==> config.mk <==
export PLATFORM = sky130hd
export DESIGN_NAME = ex_muldiv_unit_flat
export DESIGN_NICKNAME = d
export VERILOG_FILES = /design/src/rtl/muldiv_pkg.sv /design/src/rtl/ex_muldiv_unit_if.sv /design/src/rtl/muldiv_step.sv /design/src/rtl/ex_muldiv_unit.sv /design/src/flat_wrapper.sv
export SDC_FILE = /design/constraint.sdc
export NUM_CORES = 1
export LEC_CHECK = 0
export BUFFER_PORTS_ARGS = -buffer_cell sky130_fd_sc_hd__buf_2
export CAP_MARGIN = 25
export CORE_MARGIN = 10
export CORE_UTILIZATION = 41
export DETAILED_ROUTE_END_ITERATION = 10
export GPL_TIMING_DRIVEN = 0
export SETUP_SLACK_MARGIN = 0.15
export SYNTH_ARGS = -nofsm -noshare
export SYNTH_HDL_FRONTEND = slang
export SYNTH_SLANG_ARGS = --single-unit
==> constraint.sdc <==
create_clock -name clk_i -period 8.97 [get_ports clk_i]
set_input_delay 0.897 -clock clk_i [delete_from_list [all_inputs] [get_ports clk_i]]
set_output_delay 0.897 -clock clk_i [all_outputs]
set_load 0.03 [all_outputs]
==> src/rtl/muldiv_pkg.sv <==
// Shared types and RV32M encodings for the EX-stage multiply/divide unit.
package muldiv_pkg;

  typedef enum logic [1:0] {
    IDLE,
    CALC,
    DONE
  } state_t;

  localparam logic [2:0] F3_MUL  = 3'b000;
  localparam logic [2:0] F3_DIV  = 3'b100;
  localparam logic [2:0] F3_DIVU = 3'b101;
  localparam logic [2:0] F3_REM  = 3'b110;
  localparam logic [2:0] F3_REMU = 3'b111;

  localparam logic [6:0] FUNCT7_M = 7'b0000001;

endpackage

==> src/rtl/ex_muldiv_unit_if.sv <==
// ID/EX-side bundle of the multiply/divide unit.
// The pipeline drives the master side; the unit is the slave.
interface ex_muldiv_unit_if #(
  parameter int XLEN = 32
);

  logic            valid_i;
  logic [9:0]      funct_i;
  logic [XLEN-1:0] reg1Data_i;
  logic [XLEN-1:0] reg2Data_i;
  logic            kill_i;
  logic            is_m_o;
  logic            stall_o;
  logic            done_o;
  logic [XLEN-1:0] result_o;

  modport master (
    output valid_i, funct_i, reg1Data_i, reg2Data_i, kill_i,
    input  is_m_o, stall_o, done_o, result_o
  );

  modport slave (
    input  valid_i, funct_i, reg1Data_i, reg2Data_i, kill_i,
    output is_m_o, stall_o, done_o, result_o
  );

endinterface

==> src/rtl/muldiv_step.sv <==
// One radix-2 iteration: shift-add (mode=0) or restoring-divide
// step (mode=1).
module muldiv_step #(
  parameter int XLEN = 32
) (
  input  logic [XLEN-1:0] acc,
  input  logic [XLEN-1:0] operand,
  input  logic            mode,
  input  logic            bit_in,
  output logic [XLEN-1:0] acc_nxt,
  output logic            q_bit
);

  logic [XLEN:0]   shifted;
  logic [XLEN-1:0] sub_lo;
  logic            ge;

  // The partial remainder stays below the divisor, so the low
  // XLEN bits of the difference are exact whenever ge is set.
  assign shifted = {acc, bit_in};
  assign ge      = shifted >= {1'b0, operand};
  assign sub_lo  = shifted[XLEN-1:0] - operand;

  always_comb begin
    q_bit   = 1'b0;
    acc_nxt = acc + (bit_in ? operand : '0);
    if (mode) begin
      q_bit   = ge;
      acc_nxt = ge ? sub_lo : shifted[XLEN-1:0];
    end
  end

endmodule

==> src/rtl/ex_muldiv_unit.sv <==
// Iterative RV32M MUL/DIV/DIVU/REM/REMU unit for the EX stage.
module ex_muldiv_unit
  import muldiv_pkg::*;
#(
  parameter int XLEN  = 32,
  parameter int CNT_W = 6
) (
  input  logic            clk_i,
  input  logic            rst_i,
  ex_muldiv_unit_if.slave bus
);

  localparam logic [XLEN-1:0] MIN_NEG = {1'b1, {(XLEN-1){1'b0}}};

  state_t          state;
  logic [CNT_W-1:0] cnt;
  logic [XLEN-1:0] acc, opa, opb, result;
  logic            is_div, is_rem, neg_q, neg_r;

  logic [2:0]      f3_in;
  logic [XLEN-1:0] a, b, abs_a, abs_b, spec_res;
  logic            accept, sgn_in, s1, s2, go_calc;
  logic            bit_in, q_bit;
  logic [XLEN-1:0] acc_nxt, q_fin, fin;

  assign a     = bus.reg1Data_i;
  assign b     = bus.reg2Data_i;
  assign f3_in = bus.funct_i[2:0];

  assign bus.is_m_o   = bus.valid_i
                     && (bus.funct_i[9:3] == FUNCT7_M);
  assign accept       = (state == IDLE) && bus.is_m_o
                     && !bus.kill_i;
  assign bus.stall_o  = accept || (state == CALC);
  assign bus.done_o   = (state == DONE);
  assign bus.result_o = result;

  assign sgn_in = (f3_in == F3_DIV) || (f3_in == F3_REM);
  assign s1     = sgn_in && a[XLEN-1];
  assign s2     = sgn_in && b[XLEN-1];
  assign abs_a  = s1 ? -a : a;
  assign abs_b  = s2 ? -b : b;

  // Divide-by-zero, signed overflow and MULH* finish in one cycle.
  always_comb begin
    go_calc  = 1'b0;
    spec_res = '0;
    if (f3_in == F3_MUL) begin
      go_calc = 1'b1;
    end else if (f3_in[2]) begin
      if (b == '0)
        spec_res = f3_in[1] ? a : '1;
      else if (sgn_in && a == MIN_NEG && b == '1)
        spec_res = f3_in[1] ? '0 : MIN_NEG;
      else
        go_calc = 1'b1;
    end
  end

  assign bit_in = is_div ? opa[XLEN-1] : opa[0];

  muldiv_step #(.XLEN(XLEN)) u_step (
    .acc     (acc),
    .operand (opb),
    .mode    (is_div),
    .bit_in  (bit_in),
    .acc_nxt (acc_nxt),
    .q_bit   (q_bit)
  );

  assign q_fin = {opa[XLEN-2:0], q_bit};

  always_comb begin
    fin = acc_nxt;
    if (is_div)
      fin = is_rem ? (neg_r ? -acc_nxt : acc_nxt)
                   : (neg_q ? -q_fin : q_fin);
  end

  always_ff @(posedge clk_i) begin
    if (rst_i) begin
      state  <= IDLE;
      cnt    <= '0;
      acc    <= '0;
      opa    <= '0;
      opb    <= '0;
      is_div <= 1'b0;
      is_rem <= 1'b0;
      neg_q  <= 1'b0;
      neg_r  <= 1'b0;
      result <= '0;
    end else begin
      unique case (state)
        IDLE: if (accept) begin
          is_div <= f3_in[2];
          is_rem <= f3_in[1];
          neg_q  <= s1 ^ s2;
          neg_r  <= s1;
          acc    <= '0;
          opa    <= f3_in[2] ? abs_a : b;
          opb    <= f3_in[2] ? abs_b : a;
          if (go_calc) begin
            cnt   <= CNT_W'(XLEN);
            state <= CALC;
          end else begin
            result <= spec_res;
            state  <= DONE;
          end
        end
        CALC: if (bus.kill_i) begin
          state <= IDLE;
        end else begin
          acc <= acc_nxt;
          opa <= is_div ? q_fin : (opa >> 1);
          if (!is_div) opb <= opb << 1;
          cnt <= cnt - CNT_W'(1);
          if (cnt == CNT_W'(1)) begin
            result <= fin;
            state  <= DONE;
          end
        end
        DONE:    state <= IDLE;
        default: state <= IDLE;
      endcase
    end
  end

endmodule
==> src/flat_wrapper.sv <==
// flat-port wrapper written by rule: the top's interface ports become plain ports
module ex_muldiv_unit_flat import muldiv_pkg::*;
#(
  parameter int XLEN  = 32,
  parameter int CNT_W = 6
)
  (clk_i, rst_i, bus_valid_i, bus_funct_i, bus_reg1Data_i, bus_reg2Data_i, bus_kill_i, bus_is_m_o, bus_stall_o, bus_done_o, bus_result_o);
  ex_muldiv_unit_if #(.XLEN(XLEN)) bus_i ();
  input  logic clk_i;
  input  logic rst_i;
  input wire logic [$bits(bus_i.valid_i)-1:0] bus_valid_i;
  input wire logic [$bits(bus_i.funct_i)-1:0] bus_funct_i;
  input wire logic [$bits(bus_i.reg1Data_i)-1:0] bus_reg1Data_i;
  input wire logic [$bits(bus_i.reg2Data_i)-1:0] bus_reg2Data_i;
  input wire logic [$bits(bus_i.kill_i)-1:0] bus_kill_i;
  output wire logic [$bits(bus_i.is_m_o)-1:0] bus_is_m_o;
  output wire logic [$bits(bus_i.stall_o)-1:0] bus_stall_o;
  output wire logic [$bits(bus_i.done_o)-1:0] bus_done_o;
  output wire logic [$bits(bus_i.result_o)-1:0] bus_result_o;
  assign bus_i.valid_i = bus_valid_i;
  assign bus_i.funct_i = bus_funct_i;
  assign bus_i.reg1Data_i = bus_reg1Data_i;
  assign bus_i.reg2Data_i = bus_reg2Data_i;
  assign bus_i.kill_i = bus_kill_i;
  assign bus_is_m_o = bus_i.is_m_o;
  assign bus_stall_o = bus_i.stall_o;
  assign bus_done_o = bus_i.done_o;
  assign bus_result_o = bus_i.result_o;
  ex_muldiv_unit #(.XLEN(XLEN), .CNT_W(CNT_W)) u_core (.clk_i(clk_i), .rst_i(rst_i), .bus(bus_i));
endmodule
==> Word level (Yosys, flattened, before mapping) <==
Index checks and enable logic that the tools add are counted.
{ "classes": {"n_reduce_logical": 20, "n_bitwise": 1, "n_mux": 48, "magnitude_cmp": 1, "n_eq_ne": 15, "add_sub_neg": 7} }
{ "op_table": {"columns": ["operator", "count"], "rows": [
  ["32-bit two-way mux", 29],
  ["32-bit case mux with 2 select lines", 4],
  ["32-bit negation", 4],
  ["32-bit == test (second input constant)", 2],
  ["33-bit by 32-bit >= comparator with 1-bit output", 1],
  ["32-bit adder", 1],
  ["32-bit logical NOT", 1],
  ["32-bit subtractor", 1],
  ["6-bit two-way mux", 3],
  ["6-bit case mux with 2 select lines", 1],
  ["2-bit two-way mux", 4],
  ["2-bit inequality test (second input constant)", 4],
  ["4-bit AND reduction", 2],
  ["7-bit by 1-bit == test with 1-bit output (second input constant)", 1],
  ["1-bit logical AND", 7],
  ["3-bit == test (second input constant)", 2],
  ["6-bit by 1-bit == test with 1-bit output (second input constant)", 1],
  ["1-bit two-way mux", 6],
  ["6-bit by 1-bit subtractor with 6-bit output (second input constant)", 1],
  ["5-bit AND reduction", 1],
  ["2-bit by 1-bit inequality test with 1-bit output (second input constant)", 2],
  ["2-bit case mux with 2 select lines", 1],
  ["2-bit AND reduction", 2],
  ["3-bit logical NOT", 1],
  ["other kinds (9)", 10]
]} }
{ "word_totals": {"reg_bits": 140} }

==> Depth between registers and ports, before layout <==
Gate-level depths: netlist of run 1.
{ "logic_depth": {"depth_word": 11, "depth_mapped": 28} }

==> Hierarchy <==
From an unflattened synthesis of run 1, not the netlist that was laid out.
{ "unflattened": {"hier_cells": 2113, "area_unflattened_um2": 15154.5} }
{ "by_module_without_submodules": {"columns": ["module", "instances", "cells_each", "seq_area_each_um2", "area_per_inst_um2"], "rows": [
  ["ex_muldiv_unit", 1, 1455, 2802.7, 10602.7],
  ["muldiv_step", 1, 658, 0.0, 4551.9]
]} }

==> Worst setup path after synthesis of run 1 <==
Ideal clock, no wire load.
{ "synth_path": {"path_type": "flip-flop to flip-flop", "from": "register u_core.is_div", "to": "register u_core.result[30] (netlist: u_core.bus.result_o[30])", "path_stages_with_launch": 29, "arrival_ns": 6.585, "period_less_slack_ns": 6.665, "path_slack_ns": 2.305, "n_path_buf": 7, "path_cell_list": "dfxtp_1 clkbuf_1 clkbuf_1 buf_1 clkbuf_1 buf_1 clkbuf_1 mux2i_1 clkbuf_1 ha_1 nor2b_1 o31a_1 o2111ai_1 a31oi_1 nor3_2 nor2_1 inv_1 ha_1 nand2_1 or4_1 or3_1 or2_2 o21ai_0 xnor2_1 o21ai_0 a31oi_1 o31a_1 nand3_1 a41oi_1"} }
{ "synth_between": {"elab_chain_len": 11, "word_cells_on_any_way": 17, "classes_between": "add/sub (4); order compare (1); mux (12)"} }
{ "synth_rtl": {"columns": ["item", "line_no", "source"], "rows": [
  ["start: declaration", "ex_muldiv_unit.sv:18", "logic is_div, is_rem, neg_q, neg_r;"],
  ["start signal: assignment", "ex_muldiv_unit.sv:95", "is_div <= f3_in[2];"],
  ["1-bit two-way mux", "ex_muldiv_unit.sv:60", "assign bit_in = is_div ? opa[XLEN-1] : opa[0];"],
  ["32-bit two-way mux, or another cell as far along", "muldiv_step.sv:26", "acc_nxt = acc + (bit_in ? operand : '0);"],
  ["32-bit adder / 32-bit two-way mux (equally long branches)", "muldiv_step.sv:26, muldiv_step.sv:29", null],
  ["32-bit two-way mux", "muldiv_step.sv:27", "if (mode) begin"],
  ["32-bit negation", "ex_muldiv_unit.sv:76", "fin = is_rem ? (neg_r ? -acc_nxt : acc_nxt)"],
  ["32-bit two-way mux (2 in series)", "ex_muldiv_unit.sv:76", null],
  ["32-bit two-way mux *", "ex_muldiv_unit.sv:75", "if (is_div)"],
  ["32-bit two-way mux *", "ex_muldiv_unit.sv:117", "if (cnt == CNT_W'(1)) begin"],
  ["32-bit two-way mux *", "ex_muldiv_unit.sv:110", "CALC: if (bus.kill_i) begin"],
  ["32-bit case mux with 2 select lines *", "ex_muldiv_unit.sv:93", "unique case (state)"],
  ["end signal: assignment", "ex_muldiv_unit.sv:106", "result <= spec_res;"],
  ["end signal: assignment", "ex_muldiv_unit.sv:118", "result <= fin;"],
  ["end: declaration", "ex_muldiv_unit.sv:17", "logic [XLEN-1:0] acc, opa, opb, result;"]
]} }
Mark *: on every way between the ends. The rest lies on a longest branch, timed or not. The select of a mux whose other input is x is not followed.
A chain may end at the register's enable or synchronous reset.

==> Worst setup path after layout of run 1 <==
{ "layout_path": {"from": "register u_core.is_div", "to": "register u_core.result[15] (netlist: u_core.bus.result_o[15])"} }
The elaborated chain is that of the path after synthesis.

==> reports/summary.md, run 1 <==
Entering global routing, the biggest net connects 17 pins. Combined buffer and inverter count along the critical path: 9. Across the run, the number of max-cap violations was 0. The finished cells cover 16800 um2.

The DRC violation count after routing is 0. In the synthesized netlist, the cells that appear most often are 282 x sky130_fd_sc_hd__nor2_1, 180 x sky130_fd_sc_hd__a21oi_1, 173 x sky130_fd_sc_hd__o21ai_0. In this run, synthesis inferred 0 flip-flops with an integrated enable. The highest net fanout along the worst path was 10; the setup slack at placement was -1.10 ns. Timing would allow up to 114 MHz.

The minimum hold slack came out at 0.479 ns. The most numerous cell type found on the critical path is sky130_fd_sc_hd__clkbuf_2. The startpoint type of the worst setup path is a flop.

For the share of total power in combinational logic, the log shows 0.139. The number of cells produced by synthesis was 2151; the number of synthesized register bits was 140. Routability-driven placement finished with a final weighted congestion of 1.07. Global routing finished with a remaining overflow of 0. Of all cell types, the one taking the most synthesized area is sky130_fd_sc_hd__dfxtp_1. The later-pin clock latency in the skew report was 0.47 ns; the total instance count after detailed placement was 2724.

The detailed router finished its first iteration with 2572 violations. At the pin with the least slew margin, the transition time is 1.05 ns. The final design utilization was 0.470. The switching share of power works out to 0.315.

On the critical path, the stage with the largest delay is an instance of sky130_fd_sc_hd__a2111oi_0. 0 antenna diodes ended up in the layout. The kind of path behind the tightest hold check was flop to flop. The core box area is 35800 um2. STA classifies the critical path endpoint as a flop. The run gives 2 as the number of antenna violations at the first check in global routing. The routed design has 80400 um of wire. For this run, the post-layout net count is 2439.

The first detailed-routing pass took 7 iterations. The proportion of synthesized chip area in sequential cells is 0.187, and the synthesized-area fraction occupied by adder cells is 0.0619. The clock skew is 0.0285 ns. The run gives 0 as the count of endpoints failing hold in the final timing report. The master cell of the clock root buffer is sky130_fd_sc_hd__clkbuf_16. Ranked by total cell area, the synthesized netlist is headed by sky130_fd_sc_hd__dfxtp_1 19%, sky130_fd_sc_hd__nor2_1 7.1%, sky130_fd_sc_hd__a211oi_1 6.9%, sky130_fd_sc_hd__a21oi_1 6.0%, sky130_fd_sc_hd__ha_1 5.9%. The dominant combinational cell family by area after synthesis is compound AO/OA/AOI/OAI gates. Proportion of synthesized area in mux cells: 0.0310. The share of the synthesized area in compound gates (AO/OA/AOI/OAI) is 0.346, and the headroom to the max-slew limit is 0.284.

The share of the synthesized netlist area taken by xor and xnor gates is 0.0871, and the cell-internal power is 1.11 mW. For this block, the via count after detailed routing is 18500. The kind of cell with the highest combined delay along the critical path is buffers and inverters. The total number of clock tree sinks came out at 140.

After detailed placement, the total cell area comes to 16100 um2. The fraction of registers with async set or reset after synthesis works out to 0. The classification of the worst setup path was flop to flop. In the post-synthesis netlist, the cell with the most instances is sky130_fd_sc_hd__nor2_1. The via-per-instance ratio was 6.71; the data arrival time at the worst-slack endpoint was 9.07 ns. Synthesized-area fraction occupied by and/or/nand/nor cells: 0.226. The total global routing track utilization was 0.348. The first global-routing pass estimated 115000 um of wire. The post-synthesis area per instance is 6.97 um2. The I/O pin count is 113.

Across the VDD grid, the largest voltage drop is 163 uV. The max-slew violation count was 0; the setup slack after layout was 0.209 ns. In this run the remaining antenna-violating nets after routing total 0. Setup repair after global routing left no endpoint under its margin.

In the final timing run, aggregate negative setup slack is 0 ns. The analysis attributes to net switching a power of 0.508 mW. Power comes to 1.61 mW. The top-area cell type share of the netlist area works out to 0.187. The shortest period the worst path allows was 8.76 ns; the ratio of final minimum period to clock period was 0.977. Setup violations remaining at the end of the flow were counted as 0. The largest single stage delay on the critical path is 0.95 ns.

The share of final-layout standard cells stronger than drive strength 1 was 0.0904. The die is 211 um wide. The area of the die was 44600 um2. The routed wirelength normalized by instance count is 29.1 um. Compared with the post-synthesis result, the final layout area differs by 12.2%. The analysis attributes to cell leakage a power of 6.15 nW. The share of total power in sequential cells is 0.386, and the number of hold buffers added after CTS is 0. Port buffering added 109 buffers. H-tree level count: 4. Walking the worst path, the cells encountered are clkbuf_2 > clkbuf_2 > buf_2 > clkbuf_2 > buf_1 > clkbuf_2 > mux2i_2 > clkbuf_1 > nor2_1 > ha_1 > clkbuf_1 > nand4_1 > o221ai_1 > o21ba_2 > o21ai_0 > xnor2_1 > o211ai_1 > nand3b_1 > clkbuf_1 > o21ai_0 > xnor2_1 > a2111oi_0 > nor2_1. Yosys mapped the design onto 82 distinct sky130hd cell types. For the clock share of power, the log shows 0.475. For the worst setup path, the data required time is 9.28 ns.

After clock tree synthesis, the clock-pin slew on the worst setup and hold paths is 0.07 ns. The run finished with clean final reports. The placed wire-length estimate after detailed placement came out at 65100 um. The Yosys step of the flow raised 0 warnings.

Measured along the y axis, the die boundary spans 211 um. Counting every net in the synthesized netlist gives 2302. The cell area that synthesis handed to floorplanning was 15000 um2. The initial standard-cell utilization of the core was 0.418. TritonCTS built the clock tree.

Counting the buffers created by CTS gives 17. The finished layout holds 2762 standard cells, fillers aside. The longest clock path from root to sink contains 2 buffers.

The number of rows in the core area was 69; the power per standard cell area was 96.0 nW/um2. The commonest register cell after synthesis was sky130_fd_sc_hd__dfxtp_1. For the via count of the first global-routing pass, the log shows 17000.
## sequential cells by signal, summed over array words and instances, names as in the netlist
register	count
u_core.acc	32
u_core.bus.result_o	32
u_core.opa	32
u_core.opb	32
u_core.cnt	6
u_core.state	2
u_core.is_div	1
u_core.is_rem	1
u_core.neg_q	1
u_core.neg_r	1
## area by class of cell
class | count | area [um2]
fillers | 3827 | 19000
multi-input cells | 1775 | 11300
flip-flops and latches | 140 | 2800
plain buffers | 164 | 648
repair buffers | 118 | 614
well taps | 461 | 577
clock buffers | 17 | 425
inverters | 72 | 270
clock inverters | 15 | 180
## cells by family (layout without fill, tap and decap cells)
kind of cell / after synthesis / after routing
AOI/OAI and AO/OA: 789 / 789
and+or+nand+nor: 718 / 718
buffers and inverters: 236 / 386
xor gates and xnor gates: 149 / 149
DFF: 140 / 140
adders and majority gates: 73 / 73
muxes: 46 / 46
## metal layers
layer | share of wire | up-vias | global-route usage
met5 | 0.00016 | - | 0
met4 | 0.045 | 2 | 0.154
met3 | 0.13 | 164 | 0.110
met2 | 0.39 | 1191 | 0.473
met1 | 0.43 | 8884 | 0.487
li1 | - | 8279 | -
## timing repair
item | 4_1_cts | 5_1_grt
pin swaps | 0 | 2
setup endpoints to repair | 24 | 13
setup buffers | 0 | 6
gates resized for setup | 7 | 8
hold endpoints to repair | 0 | 0
## cells in the final DEF (no fill, tap or decap), types with 17 or more instances in the layout
cell type                   instances
sky130_fd_sc_hd__o21ai_0          173
sky130_fd_sc_hd__or3_1             26
sky130_fd_sc_hd__a21oi_1          180
sky130_fd_sc_hd__inv_1             72
sky130_fd_sc_hd__nand4_1           37
sky130_fd_sc_hd__nor3_1            37
sky130_fd_sc_hd__a31oi_1           33
sky130_fd_sc_hd__buf_2            121
sky130_fd_sc_hd__a22oi_1           21
sky130_fd_sc_hd__nor2_1           282
sky130_fd_sc_hd__nor4_1            17
sky130_fd_sc_hd__mux2i_1           42
sky130_fd_sc_hd__clkbuf_16         17
sky130_fd_sc_hd__a211oi_1         138
sky130_fd_sc_hd__ha_1              71
sky130_fd_sc_hd__a21o_1            30
sky130_fd_sc_hd__xor2_1            68
sky130_fd_sc_hd__a311oi_1          17
sky130_fd_sc_hd__xnor2_1           81
sky130_fd_sc_hd__and2_1            17
sky130_fd_sc_hd__o211ai_1          25
sky130_fd_sc_hd__dfxtp_1          140
sky130_fd_sc_hd__nand2_1          168
sky130_fd_sc_hd__clkbuf_1         130
sky130_fd_sc_hd__nand3_1           39
sky130_fd_sc_hd__o31ai_1           28
## power groups by stage
stage | registers (mW) | clock network [mW] | logic, mW
after floorplan | 0.637 | 0 | 0.105
after global placement | 0.637 | 0 | 0.211
after detailed placement | 0.637 | 0 | 0.211
after CTS | 0.623 | 0.765 | 0.212
after global routing | 0.623 | 0.793 | 0.232
final | 0.623 | 0.767 | 0.225
## final timing paths
check / cells after the start / end / slack [ns] / startpoint
worst max-delay path: 23 / u_core.bus.result_o[15]$_SDFFE_PP0P_ / 0.21 / u_core.is_div$_SDFFE_PP0P_
worst min-delay path: 1 / u_core.cnt[5]$_SDFFE_PP0P_ / 0.48 / u_core.cnt[5]$_SDFFE_PP0P_
worst max register to register: 23 / u_core.bus.result_o[15]$_SDFFE_PP0P_ / 0.21 / u_core.is_div$_SDFFE_PP0P_
worst min register to register: 1 / u_core.cnt[5]$_SDFFE_PP0P_ / 0.48 / u_core.cnt[5]$_SDFFE_PP0P_
No activity file was read; power rests on OpenSTA's default activity.
==> run 2, diff against run 1 <==
CORE_ASPECT_RATIO = 2   (was unset)
CORE_MARGIN = unset   (was 10)
HOLD_SLACK_MARGIN = 0.06   (was unset)
==> run 2 against run 1 <==
Net effect: critical path depth down 1; via count rose by 1.5%; clock power shrank 1%; non-clock buffer count increased by 9; hold slack better by 0.013 ns; largest cell class unchanged.
==> reports/summary.md, run 2 (same netlist as run 1, synthesis figures left out) <==
Leaving out fill and tap cells, the most frequent cell in the layout is sky130_fd_sc_hd__nor2_1. The global-route wire length before repair came out at 125000 um (+8.2%). The critical path is of the flop to flop type. The run finished with clean final reports. The run gives 4 (unchanged) as the H-tree level count.

The logs give 11300 um2 (+0.13%) for the multi-input gate area in the final layout and 0 ns (unchanged) for the accumulated negative setup slack. The final design instance area without fill is 16900 um2 (+0.30%), and the max-slew violation count is 0 (unchanged). The power per standard cell area is 96.4 nW/um2 (+0.45%). The tools report the startpoint of the worst-slack reg-to-reg timing path as u_core.is_div$_SDFFE_PP0P_. The final net count is 2448 (+0.37%). The data arrival time at the worst-slack endpoint is 8.90 ns (-0.17 ns). The worst hold path begins at u_core.cnt[4]$_SDFFE_PP0P_. The tools report the total routed wirelength as 87600 um (+9.0%). The initial standard-cell utilization of the core is 0.417 (-0.00115), and the number of max-cap violations is 0 (unchanged).

The run gives 18000 (+6.4%) as the via count of the first global-routing pass. The number of antenna violations at the first check in global routing was 4 (+2). The logs give 98 (+42%) for the number of rows in the core area and 18800 (+1.5%) for the via count. Traced cell by cell, the critical path runs through clkbuf_1 > clkbuf_2 > clkbuf_2 > clkbuf_2 > buf_2 > clkbuf_2 > mux2i_4 > clkbuf_1 > nor2_1 > ha_1 > clkbuf_1 > nand3_1 > nor3_2 > o2111ai_1 > a21boi_0 > o22ai_1 > mux2i_1 > nand2_1 > nor4_1 > nand3b_4 > a211o_1 > a21oi_1.

The largest net degree at the start of global routing was 17 (unchanged). Slowest cell on the critical path: sky130_fd_sc_hd__nor4_1. Core box area: 35900 um2 (+0.28%). The slew at the pin closest to its max-slew limit was 1.29 ns (+0.239 ns); the later-pin clock latency in the skew report was 0.47 ns (about the same). The area taken by flip-flops and latches is 2800 um2 (unchanged). The highest net fanout along the worst path is 10 (unchanged), and the flop-to-flop setup slack is 0.46 ns (+0.25 ns). The tools report the total chip power as 1.63 mW (+0.75%). The die extent in x is 137 um (-35%). The run gives 6.18 nW (+0.51%) as the static leakage. The tools report the total global routing track utilization as 0.473 (+0.125). Setup repair after global routing left no endpoint under its margin. The setup slack at placement is -1.05 ns (+0.0511 ns), and the quantity of I/O buffers inserted on ports is 109 (unchanged). The logs give 0 (unchanged) for the count of endpoints failing hold in the final timing report and 1.09 (+2.0%) for the final weighted congestion in routability-driven placement.

The setup slack after layout was 0.461 ns (+0.252 ns); the placed wire-length estimate after detailed placement was 70800 um (+8.8%). The shortest period the worst path allows is 8.51 ns (-0.252 ns). The global route total overflow is 0 (unchanged), and the share of final-layout standard cells stronger than drive strength 1 is 0.0939 (+0.00354). The vertical die dimension came out at 272 um (+29%). The area of the die came out at 37400 um2 (-16%). Routed wirelength normalized by instance count: 31.7 um (+9.0%). The DRC violation count after routing was 0 (unchanged); the ratio of final minimum period to clock period was 0.949 (-0.0281).

TritonCTS built the clock tree. The I/O pin count was 113 (unchanged); the delay of the slowest critical-path stage was 0.90 ns (-0.05 ns). The clock skew is 0.0134 ns (-0.0151 ns). The data required time at the worst endpoint is 9.36 ns (+0.08 ns), and the final-layout fill cell count is 3879 (+1.4%).

The tools report the critical path capture point type as a flop. The number of hold buffers added after CTS is 0 (unchanged). The run gives 0 (unchanged) as the total of endpoints with negative setup slack in the final report.

In this run the worst setup path begins at u_core.is_div$_SDFFE_PP0P_. The number of search-and-repair iterations in the first detailed-routing pass was 6 (-1). The CTS clock-pin slew for the worst setup and hold paths is 0.07 ns (about the same). For the minimum hold slack, the log shows 0.492 ns (+0.0133 ns). The worst setup path is launched from a flop.

The DRC marker count from the first detailed-route iteration is 2069 (-20%). The number of nets with antenna violations after detailed routing was 0 (unchanged). In the layout the commonest cells are 282 x sky130_fd_sc_hd__nor2_1, 180 x sky130_fd_sc_hd__a21oi_1, 173 x sky130_fd_sc_hd__o21ai_0. Via-per-instance ratio: 6.81 (+1.5%). The run gives 16100 um2 (about the same) as the post-placement cell area. The area growth from synthesis to layout is 12.6%. By instance count, the cell type seen most on the critical path is sky130_fd_sc_hd__clkbuf_2. The headroom to the max-slew limit came out at 0.138 (-0.146). Total number of clock tree sinks: 140 (unchanged). Clock tree synthesis selected as its root buffer the cell sky130_fd_sc_hd__clkbuf_16.

The kind of path behind the tightest hold check is flop to flop. The highest ir drop seen on vdd came out at 147 uV (-9.3%). The run gives 118 MHz (+3.0%) as the highest clock frequency the design can meet. The tools report the TritonCTS buffer count as 17 (unchanged). The buffer depth of the longest clock path came out at 2 (unchanged).
run 2: path summary, 6_finish.rpt:
kind	end	depth (start not counted)
worst max-delay path	u_core.bus.result_o[31]$_SDFFE_PP0P_	22
worst min-delay path	u_core.cnt[4]$_SDFFE_PP0P_	2
worst max register to register	u_core.bus.result_o[31]$_SDFFE_PP0P_	22
worst min register to register	u_core.cnt[4]$_SDFFE_PP0P_	2
run 2: final cells by class:
cell class              instances  area share
diodes                          1    0.000148
plain buffers                 164      0.0383
clock buffers                  19      0.0263
clock inverters                13     0.00934
inverters                      72      0.0160
multi-input cells            1775       0.671
flip-flops and latches        140       0.166
well taps                     450      0.0334
repair buffers                127      0.0395
run 2: where the power goes:
part           internal, mW  switching (mW)  total [mW]
Clock                 0.424           0.333       0.757
Combinational        0.0682           0.179       0.247
Sequential            0.622        0.000986       0.623
run 2: worst max-delay path: cells and delay by family (launching register included):
| kind | cells | cell delay, ns |
|---|---|---|
| AO/OA/AOI/OAI | 5 | 1.91 |
| adder cells (fa/ha/maj) | 1 | 0.29 |
| buffers and inverters | 8 | 2.94 |
| flip-flops | 1 | 0.36 |
| multiplexers | 2 | 0.79 |
| AND/OR/NAND/NOR | 6 | 2.12 |
run 2: repair_timing:
item / in CTS / in global routing
pin swaps: 0 / 1
buffers inserted: 0 / 3
endpoints found under the setup margin: 24 / 13
gates resized for setup: 7 / 4
run 2: metal layers:
metal	vias up	routed length, um	share of wire	global-route usage
met1	8860	27300	0.31	0.433
li1	8296	-	-	-
met2	1121	41000	0.47	0.768
met5	-	36	0.00041	0.00136
met4	6	12900	0.15	0.576
met3	506	6380	0.073	0.124
run 2: per-stage QoR:
stage                     utilization  std cells
after floorplan                     -       2151
after global placement          0.448       2710
after detailed placement        0.449       2715
after CTS                       0.466       2747
after global routing            0.470       2760
final                           0.470       2761
